## src/rtl/fetch_sequencer.sv

```systemverilog
// Instruction fetch sequencer: keeps the fetch PC, issues one request at a
// time over a req/gnt/rvalid handshake and buffers returned words in a
// 2-entry queue whose head is presented to decode from registers.
module fetch_sequencer #(
    parameter logic [31:0] RESET_PC = 32'h0000_0000,
    parameter int          QDEPTH   = 2
) (
    input  logic        clk_i,
    input  logic        PCrst_i,
    input  logic        redir_valid_i,
    input  logic [31:0] redir_pc_i,
    output logic        imem_req_o,
    output logic [31:0] imem_addr_o,
    input  logic        imem_gnt_i,
    input  logic        imem_rvalid_i,
    input  logic [31:0] imem_rdata_i,
    output logic        instr_valid_o,
    output logic [31:0] instr_o,
    output logic [31:0] instr_pc_o,
    input  logic        instr_ready_i,
    output logic        busy_o
);

    localparam logic [1:0] IDLE  = 2'd0;
    localparam logic [1:0] REQ   = 2'd1;
    localparam logic [1:0] WAIT  = 2'd2;
    localparam logic [1:0] DRAIN = 2'd3;

    localparam logic [1:0] QFULL = 2'(QDEPTH);

    logic [1:0]  state;
    logic [1:0]  state_nxt;
    logic [31:0] fetch_pc;
    logic [31:0] tag_pc;
    logic [31:0] redir_target;
    logic [1:0]  count;
    logic [1:0]  count_nxt;
    logic [31:0] slot0_data;
    logic [31:0] slot0_pc;
    logic [31:0] slot1_data;
    logic [31:0] slot1_pc;
    logic        grant;
    logic        push;
    logic        pop;

    assign redir_target = redir_pc_i & 32'hFFFF_FFFC;
    assign grant        = (state == REQ) && imem_gnt_i;
    // A response landing together with a redirect belongs to the old path.
    assign push         = (state == WAIT) && imem_rvalid_i && !redir_valid_i;
    assign pop          = (count != 2'd0) && instr_ready_i;

    assign imem_req_o    = (state == REQ);
    assign imem_addr_o   = fetch_pc;
    assign busy_o        = (state == WAIT) || (state == DRAIN);
    assign instr_valid_o = (count != 2'd0);
    assign instr_o       = slot0_data;
    assign instr_pc_o    = slot0_pc;

    // Queue occupancy after this cycle's push/pop, or zero on a flush.
    always_comb begin
        count_nxt = count;
        if (redir_valid_i) begin
            count_nxt = 2'd0;
        end else begin
            case ({push, pop})
                2'b10:   count_nxt = count + 2'd1;
                2'b01:   count_nxt = count - 2'd1;
                default: count_nxt = count;
            endcase
        end
    end

    // Next-state logic; a redirect overrides every other event this cycle.
    always_comb begin
        state_nxt = state;
        if (redir_valid_i) begin
            case (state)
                IDLE:    state_nxt = REQ;
                REQ:     state_nxt = imem_gnt_i ? DRAIN : REQ;
                WAIT:    state_nxt = imem_rvalid_i ? REQ : DRAIN;
                // The stale response still has to be absorbed; if it arrives
                // now it is gone and the new target can be requested.
                default: state_nxt = imem_rvalid_i ? REQ : DRAIN;
            endcase
        end else begin
            case (state)
                IDLE:    state_nxt = (count_nxt < QFULL) ? REQ : IDLE;
                REQ:     state_nxt = imem_gnt_i ? WAIT : REQ;
                WAIT: begin
                    if (imem_rvalid_i) begin
                        state_nxt = (count_nxt < QFULL) ? REQ : IDLE;
                    end
                end
                default: state_nxt = imem_rvalid_i ? REQ : DRAIN;
            endcase
        end
    end

    // Control state, fetch PC and queue occupancy.
    always_ff @(posedge clk_i or negedge PCrst_i) begin
        if (!PCrst_i) begin
            state    <= IDLE;
            fetch_pc <= RESET_PC;
            count    <= 2'd0;
        end else begin
            state <= state_nxt;
            count <= count_nxt;
            if (redir_valid_i) begin
                fetch_pc <= redir_target;
            end else if (grant) begin
                fetch_pc <= fetch_pc + 32'd4;
            end
        end
    end

    // Remember which address the outstanding request was issued for.
    always_ff @(posedge clk_i) begin
        if (grant) begin
            tag_pc <= fetch_pc;
        end
    end

    // Queue head: shifts from slot1 on pop, loads directly when it would be empty.
    always_ff @(posedge clk_i or negedge PCrst_i) begin
        if (!PCrst_i) begin
            slot0_data <= 32'd0;
            slot0_pc   <= 32'd0;
        end else if (pop && (count == 2'd2)) begin
            slot0_data <= slot1_data;
            slot0_pc   <= slot1_pc;
        end else if (push && ((count == 2'd0) || (pop && (count == 2'd1)))) begin
            slot0_data <= imem_rdata_i;
            slot0_pc   <= tag_pc;
        end
    end

    // Second queue entry, written when the head is still occupied afterwards.
    always_ff @(posedge clk_i) begin
        if (push && (((count == 2'd1) && !pop) || ((count == 2'd2) && pop))) begin
            slot1_data <= imem_rdata_i;
            slot1_pc   <= tag_pc;
        end
    end

`ifndef SYNTHESIS
    // The issue rule must never let a response arrive into a full queue.
    always @(posedge clk_i) begin
        if (PCrst_i) begin
            assert (!(push && (count == QFULL) && !pop))
                else $error("fetch_sequencer: push into full instruction queue");
        end
    end
`endif

endmodule
```

## config.mk

```make
export PLATFORM = sky130hd
export DESIGN_NAME = fetch_sequencer
export DESIGN_NICKNAME = d
export VERILOG_FILES = /design/src/rtl/fetch_sequencer.sv
export SDC_FILE = /design/constraint.sdc
export NUM_CORES = 1
export LEC_CHECK = 0
export CORE_MARGIN = 10
export CORE_UTILIZATION = 51
export CTS_BUF_LIST = sky130_fd_sc_hd__clkbuf_4 sky130_fd_sc_hd__clkbuf_8 sky130_fd_sc_hd__clkbuf_16
export DETAILED_ROUTE_END_ITERATION = 7
export HOLD_SLACK_MARGIN = 0.12
export PLACE_DENSITY = 0.8
export SYNTH_ARGS = -nofsm -noshare
export SYNTH_HDL_FRONTEND = slang
export SYNTH_SLANG_ARGS = --single-unit
```

## constraint.sdc

```tcl
create_clock -name clk_i -period 5.5 [get_ports clk_i]
set_input_delay 0.55 -clock clk_i [delete_from_list [all_inputs] [get_ports clk_i]]
set_output_delay 0.55 -clock clk_i [all_outputs]
set_load 0.03 [all_outputs]
```

### After elaboration in Yosys (flattened, before gate mapping)

Index checks and enable logic that the tools add are counted.

* input bits: 70
* word-level logic and storage cells: 55
* register bits: 196
* output and inout port bits: 99

* equal/unequal tests: 8
* mux-type cells: 16
* add/sub/neg operators: 3
* $lt $le $gt $ge: 1
* reductions and logical operators: 19

Operators by type and width (number)
* $mux W32: 6
* $add A32 B3 Y32 const B: 1
* $mux W2: 6
* $logic_and A1 B1 Y1: 9
* $eq A2 B2 Y1 const B: 4
* $pmux W2 S2: 2
* $eq A2 B1 Y1 const B: 3
* $pmux W2 S3: 1
* $reduce_bool A2 Y1: 3
* $logic_not A2 Y1: 2
* $logic_or A1 B1 Y1: 3
* $ne A3 B3 Y1 const B: 1
* $add A2 B1 Y2 const B: 1
* $logic_not A1 Y1: 2
* $lt A2 B2 Y1 const B: 1
* $sub A2 B1 Y2 const B: 1
* $mux W1: 1

### Depth between registers and ports, before layout

Gate-level depths: netlist of the first run.

* depth after elaboration: 11
* gate-level depth with buffers: 9
* depth with buffers taken out: 9

### Least setup slack after synthesis of the first run

Ideal clock, no wire load.

* path kind: register to register
* from: register count[0]
* to: register slot1_data[0], enable pin
* setup time: 502 ps
* path slack: 732 ps
* stages on the path, launching flop included: 7
* buffers on the path: 1
* data required time: 4998 ps
* clock period less this slack: 4768 ps
* arrival: 4265 ps
* cells stage by stage: dfrtp_1 > inv_1 > ha_1 > nor2b_1 > nand2_1 > clkbuf_1 > a21oi_1

* cells in the longest elaborated chain, start to end: 6
* elaborated cells between the ends (all ways): 9
* those cells by class: eq/ne: 2; reduce/logical: 7

RTL lines
* start, declared: RTL line 36 `logic [1:0] count;`
* start signal, assigned: RTL line 107 `count <= count_nxt;`
* $reduce_bool A2 Y1: RTL line 50 `assign pop = (count != 2'd0) && instr_ready_i;`
* $logic_and A1 B1 Y1: RTL line 50
* $logic_not A1 Y1: RTL line 139 `if (push && (((count == 2'd1) && !pop) || ((count == 2'd2) && pop))) begin`
* $logic_and A1 B1 Y1: RTL line 139
* $logic_or A1 B1 Y1 *: RTL line 139
* $logic_and A1 B1 Y1 *: RTL line 139
* end signal, assigned: RTL line 140 `slot1_data <= imem_rdata_i;`
* end, declared: RTL line 40 `logic [31:0] slot1_data;`

Every way passes the cells marked *; elsewhere a longest branch is shown, timed or not.
A chain may end at the register's enable or synchronous reset.

### Final worst setup path of the first run

* from: input redir_valid_i
* to: register slot0_data[27] (netlist: instr_o[27])

* cells in the longest elaborated chain, start to end: 4

RTL lines
* start, declared: RTL line 10 `input logic redir_valid_i,`
* $logic_not A1 Y1: RTL line 49 `assign push = (state == WAIT) && imem_rvalid_i && !redir_valid_i;`
* $logic_and A1 B1 Y1: RTL line 49
* $logic_and A1 B1 Y1: RTL line 131 `end else if (push && ((count == 2'd0) || (pop && (count == 2'd1)))) begin`
* $reduce_bool A2 Y1 (no source line)
* end signal, assigned: RTL line 129 `slot0_data <= slot1_data;`
* end signal, assigned: RTL line 132 `slot0_data <= imem_rdata_i;`
* end, declared: RTL line 38 `logic [31:0] slot0_data;`

Every way passes these cells.

==> impl_metrics.py, run 1 <==
metrics = {
    "floorplan": {
        "ioPinCount": 169,
        "die_x_um": 144,
        "num_rows": 45,
        "core_region_area_mm2": 0.0152,
        "fp.dieArea_mm2": 0.0209,
        "start_util": 0.519,
        "die_h_um": 144,
    },
    "placement": {
        "place_ws_ns": 1.38,
        "dp_cells": 862,
        "dp_hpwl_um": 12400,
        "port_buffers": 162,
        "gp_congestion": 0.797,
    },
    "power_and_ir_drop": {
        "ir_worst_vdd_uv": 241,
        "leakage_nw": 3.91,
        "power_density_mw_per_mm2": 406,
    },
    "critical_path": {
        "required_ns": 5.81,
        "arrival_ns": 3.97,
        "cp_max_fo": 36,
        "start_kind": "input port",
        "cp_common_cell": "buf_4",
        "slowest_delay_ns": 0.70,
        "slowest_stage": "o22ai_4",
        "crit_chain": "clkdlybuf4s50_1, buf_4, inv_2, nand4_1, inv_1, a22oi_1, o22ai_4, buf_4, mux2_2",
        "setup.worst_path.end_class": "register",
        "path_class": "input port to register",
    },
    "timing": {
        "maxSlewViolCount": 0,
        "timing.final.ws_setup_ns": 1.84,
        "slew_headroom": 0.397,
        "whs_ns": 0.133,
        "setup_tns_ns": 0,
        "setup_viol": 0,
        "hold_viol": 0,
        "period_share": 0.665,
        "tightestPinTransition_ns": 0.904,
        "fin_skew_ns": 0.00579,
        "rsz0062_at_grt": "no",
        "max_freq_mhz": 273,
        "period_needed_ns": 3.66,
    },
    "cts": {
        "tritoncts": "built",
        "hold_buffers": 0,
        "cts_buffers": 17,
        "path_clk_slew_ns": 0.07,
        "clk_latency_ns": 0.43,
        "cts_root_buffer": "clkbuf_16",
        "clk_path_buf_depth": 2,
        "post_cts_buffers": 0,
        "cts_resized": 0,
        "htree_levels": 4,
        "clock-sinks": 188,
    },
    "drt": {
        "drc": 0,
        "avgRoutedWirePerCell_um": 20.1,
        "via_per_inst": 5.62,
        "final_antenna_net_count": 0,
        "first_iter_violations": 245,
        "vias": 5026,
        "dr.pass1.iters": 5,
        "routed_wl_um": 18000,
    },
    "yosys": {
        "ys_seq_area_frac": 0.654,
        "synthesis.instances": 533,
        "synth_area_mm2": 0.00790,
        "yosysWarnings": 0,
        "ys_seq_elements": 188,
        "ys_types": 43,
        "avgSynthCellArea_um2": 14.8,
    },
    "finish": {
        "layout.cells.most_common_list": "clkdlybuf4s50_1, mux2_2, dfrtp_1, edfxtp_1, nand2_1",
        "mostFrequentLayoutCell": "clkdlybuf4s50_1",
        "final_net_count": 769,
        "fill_cells": 1056,
        "stdcell_count": 894,
        "syn_to_final_growth_pct": 29.7,
        "insertedDiodeCount": 0,
        "drive_gt1_frac": 0.244,
    },
    "job": {
        "drv_cap": 0,
    },
    "grt": {
        "grt_max_degree": 64,
        "grt_pass1_vias": 5419,
        "overflow": 0,
        "grt.total_usage": 0.175,
        "grt_pass1_wl_um": 28600,
        "antenna_found_initial": 0,
    },
    "worst_hold_path": {
        "hp-class": "input port to asynchronous set/reset pin",
    },
    "status": {
        "outcome": "completed",
    },
}
==> report_power, final <==
group | switching (mW) | internal, mW | total, mW
clock | 0.538 | 0.622 | 1.16
sequential | 0.145 | 1.70 | 1.85
combinational | 0.629 | 0.528 | 1.16
==> area by class of cell <==
type	count	area (um2)	share of cell area
sequential	188	5160	0.504
multi-input combinational	302	2550	0.249
timing repair buffer	169	1670	0.163
clock buffer	19	458	0.0447
tap	188	235	0.0230
clock inverter	13	105	0.0103
inverter	15	56.3	0.00550
==> Yosys cell counts <==
| library cell | instances | share of area |
|---|---|---|
| mux2_2 | 124 | 0.18 |
| dfrtp_1 | 96 | 0.30 |
| edfxtp_1 | 92 | 0.35 |
| nand2_1 | 25 | 0.012 |
| nor2_1 | 19 | 0.0090 |
| clkbuf_1 | 18 | 0.0086 |
| or4_1 | 18 | 0.017 |
| a31oi_1 | 15 | 0.012 |
| o31ai_1 | 15 | 0.014 |
| inv_1 | 13 | 0.0062 |
| nand4_1 | 11 | 0.0087 |
| o21ai_0 | 11 | 0.0070 |
| nand3_1 | 8 | 0.0051 |
| buf_2 | 6 | 0.0038 |
| ha_1 | 6 | 0.0095 |
| o211ai_1 | 5 | 0.0048 |
| and4_1 | 4 | 0.0044 |
| buf_4 | 4 | 0.0038 |
| or3_1 | 4 | 0.0032 |
| xnor2_1 | 4 | 0.0044 |
| xor2_1 | 4 | 0.0044 |
| nor2b_1 | 3 | 0.0024 |
| a211oi_1 | 2 | 0.0019 |
| a21oi_1 | 2 | 0.0013 |
| a22oi_1 | 2 | 0.0019 |
| buf_6 | 2 | 0.0029 |
| nor3_1 | 2 | 0.0013 |
| o31a_1 | 2 | 0.0022 |
| or4_4 | 2 | 0.0029 |
| and2_1 | 1 | 0.00079 |
| and3_1 | 1 | 0.00079 |
| buf_1 | 1 | 0.00047 |
| clkinv_1 | 1 | 0.00047 |
| conb_1 | 1 | 0.00047 |
| inv_2 | 1 | 0.00047 |
| mux2i_1 | 1 | 0.0013 |
| nand2b_1 | 1 | 0.00079 |
| nand3b_4 | 1 | 0.0025 |
| nand4_2 | 1 | 0.0016 |
| nand4b_1 | 1 | 0.0011 |
| nor4_1 | 1 | 0.00079 |
| o221ai_1 | 1 | 0.0011 |
| o22ai_2 | 1 | 0.0016 |
==> path summary, 6_finish.rpt <==
check                              start         endpoint  slack, ns  cells past startpoint
max                        redir_valid_i      instr_o[27]       1.84                      9
min                              PCrst_i  imem_addr_o[28]       0.13                      1
max reg2reg                     state[0]      instr_o[27]       2.68                      7
min reg2reg                    tag_pc[3]      slot1_pc[3]       0.45                      0
max in group asynchronous        PCrst_i   instr_pc_o[29]       4.26                      2
min in group clk_i             tag_pc[3]      slot1_pc[3]       0.45                      0
==> metal layers <==
layer,routed length (um),track usage,part of all wire,vias to the layer above
met5,0,0,0,-
met4,409,0.0734,0.023,0
met3,1170,0.0453,0.065,32
met2,8770,0.289,0.49,182
met1,7620,0.212,0.42,2492
li1,-,-,-,2320
==> cells by family (layout without fill, tap and decap cells) <==
| family | count (synthesis) | after routing | share of synthesized area |
|---|---|---|---|
| adders and majority gates | 6 | 6 | 0.00951 |
| DFF | 188 | 188 | 0.654 |
| other | 1 | 4 | 0.000475 |
| muxes | 125 | 125 | 0.178 |
| xor gates and xnor gates | 8 | 8 | 0.00887 |
| buffers and inverters | 46 | 216 | 0.0266 |
| AOI/OAI and AO/OA | 56 | 56 | 0.0479 |
| and+or+nand+nor | 103 | 103 | 0.0743 |
==> state kept, by name, summed over array words and instances, names as in the netlist <==
signal / count
count: 2
tag_pc: 30
state: 2
instr_o: 32
slot1_data: 32
imem_addr_o: 30
slot1_pc: 30
instr_pc_o: 30
==> worst max-delay path: cells and delay by family <==
family                 cells  cell delay [ns]
buffers and inverters      5             1.75
multiplexers               1             0.38
AND/OR/NAND/NOR            1             0.44
AO/OA/AOI/OAI              2             0.83
==> metrics by stage <==
stage	total power [mW]	cell area, um2	util
after floorplan	2.47	7910	-
after global placement	3.01	9680	0.637
after detailed placement	3.05	9680	0.637
after CTS	4.21	10200	0.674
after global routing	4.33	10200	0.674
final	4.16	10200	0.674
No activity file was read; power rests on OpenSTA's default activity.
==> run 2: changes to the inputs <==
- CORE_UTILIZATION: 51 -> 46
- PLACE_DENSITY: 0.8 -> 0.76
- clock period: 5.5 -> 3.27 ns (I/O delays scaled with it)
==> impl_metrics.py, run 2 (same netlist as run 1, synthesis figures left out) <==
metrics = {
    "floorplan": {
        "ioPinCount": 169,
        "die_x_um": 151,
        "start_util": 0.473,
        "fp.dieArea_mm2": 0.0228,
        "die_h_um": 151,
        "num_rows": 47,
        "core_region_area_mm2": 0.0167,
    },
    "finish": {
        "syn_to_final_growth_pct": 30.8,
        "final_net_count": 771,
        "drive_gt1_frac": 0.244,
        "fin_util": 0.618,
        "layout.cells.most_common_list": "clkdlybuf4s50_1, mux2_2, dfrtp_1, edfxtp_1, nand2_1",
        "fin_area_mm2": 0.0103,
        "mostFrequentLayoutCell": "clkdlybuf4s50_1",
        "insertedDiodeCount": 0,
        "fill_cells": 1264,
    },
    "power_and_ir_drop": {
        "switching_share": 0.313,
        "ir_worst_vdd_uv": 391,
        "power_density_mw_per_mm2": 676,
        "power.share.clock": 0.275,
        "leakage_nw": 3.92,
        "power_switching_mw": 2.18,
        "p_int_mw": 4.80,
        "pwr-share-comb": 0.280,
        "p_seq_frac": 0.445,
    },
    "grt": {
        "antenna_found_initial": 0,
        "grt_pass1_wl_um": 29700,
        "grt_max_degree": 69,
        "overflow": 0,
        "grt_pass1_vias": 5553,
        "grt.total_usage": 0.164,
    },
    "critical_path": {
        "required_ns": 2.94,
        "setup.worst_path.end_class": "output pin",
        "arrival_ns": 2.03,
        "start_kind": "register",
        "path_class": "register to output pin",
        "cp_max_fo": 4,
    },
    "timing": {
        "whs_ns": 0.453,
        "fin_skew_ns": 0.0156,
        "setup_viol": 0,
        "period_needed_ns": 2.35,
        "period_share": 0.720,
        "maxSlewViolCount": 0,
        "slew_headroom": 0.396,
        "max_freq_mhz": 425,
        "hold_viol": 0,
        "timing.final.ws_setup_ns": 0.917,
        "setup_tns_ns": 0,
        "tightestPinTransition_ns": 0.906,
        "rsz0062_at_grt": "no",
    },
    "placement": {
        "place_ws_ns": 0.717,
        "gp_congestion": 0.795,
        "port_buffers": 162,
        "dp_hpwl_um": 12700,
        "dpl-instance-area_mm2": 0.00977,
    },
    "drt": {
        "dr.pass1.iters": 4,
        "first_iter_violations": 163,
        "final_antenna_net_count": 0,
        "via_per_inst": 5.46,
        "routed_wl_um": 18700,
        "drc": 0,
        "vias": 5071,
        "avgRoutedWirePerCell_um": 20.2,
    },
    "worst_hold_path": {
        "hp-class": "register to register",
    },
    "cts": {
        "path_clk_slew_ns": 0.07,
        "clock-sinks": 188,
        "htree_levels": 4,
        "clk_latency_ns": 0.43,
        "post_cts_buffers": 0,
        "cts_root_buffer": "clkbuf_16",
        "clk_path_buf_depth": 2,
        "tritoncts": "built",
        "cts_buffers": 17,
    },
    "job": {
        "drv_cap": 0,
    },
    "status": {
        "outcome": "completed",
    },
}
[run 2: worst paths after layout]
path                       slack [ns]         endpoint  cells after the start      startpoint
min                              0.45      slot1_pc[3]                      0       tag_pc[3]
min in group asynchronous        0.61   instr_pc_o[28]                      2         PCrst_i
max                              0.92    instr_valid_o                      4        count[0]
max reg2reg                      1.01  imem_addr_o[14]                      5  imem_addr_o[3]
max in group asynchronous        1.87      instr_o[25]                      3         PCrst_i
min reg2reg                      0.45      slot1_pc[3]                      0       tag_pc[3]
[run 2: area by class of cell]
type                    instances  area (um2)  share of cell area
inverters                      15        56.3             0.00545
well taps                     220         275              0.0267
repair buffers                171        1730               0.167
multi-input cells             302        2550               0.247
clock buffers                  22         469              0.0454
flip-flops and latches        188        5160               0.500
clock inverters                10        82.6             0.00800
[run 2: power groups by stage]
| stage | combinational (mW) | clock (mW) | sequential (mW) |
|---|---|---|---|
| final | 1.96 | 1.92 | 3.10 |
| after global routing | 2.05 | 2.07 | 3.15 |
| after CTS | 1.99 | 1.97 | 3.11 |
| after detailed placement | 1.98 | 0 | 3.15 |
| after global placement | 1.95 | 0 | 3.13 |
| after floorplan | 0.431 | 0 | 3.73 |
[run 2: timing repair]
| item | CTS | global route |
|---|---|---|
| hold buffers | 1 | 0 |
| endpoints found under the hold margin | 66 | 0 |
| resized for setup | 0 | 0 |
[run 2: stage by stage]
stage               power, mW  cells
finish                   6.98    928
floorplan                4.16    536
detailed placement       5.14    895
global placement         5.08    895
global route             7.27    928
CTS                      7.07    928
[run 2: critical path: stages (launching register included)]
cell and delay (ns):
dfrtp_1 0.40, inv_1 0.09, ha_1 0.24, inv_1 0.15, clkdlybuf4s50_1 0.72
[run 2: layer usage]
metal	share of wire	global-route usage	wire (um)
met4	0.016	0.0534	296
met3	0.066	0.0468	1240
met5	0	0	0
met1	0.41	0.201	7730
met2	0.51	0.275	9470
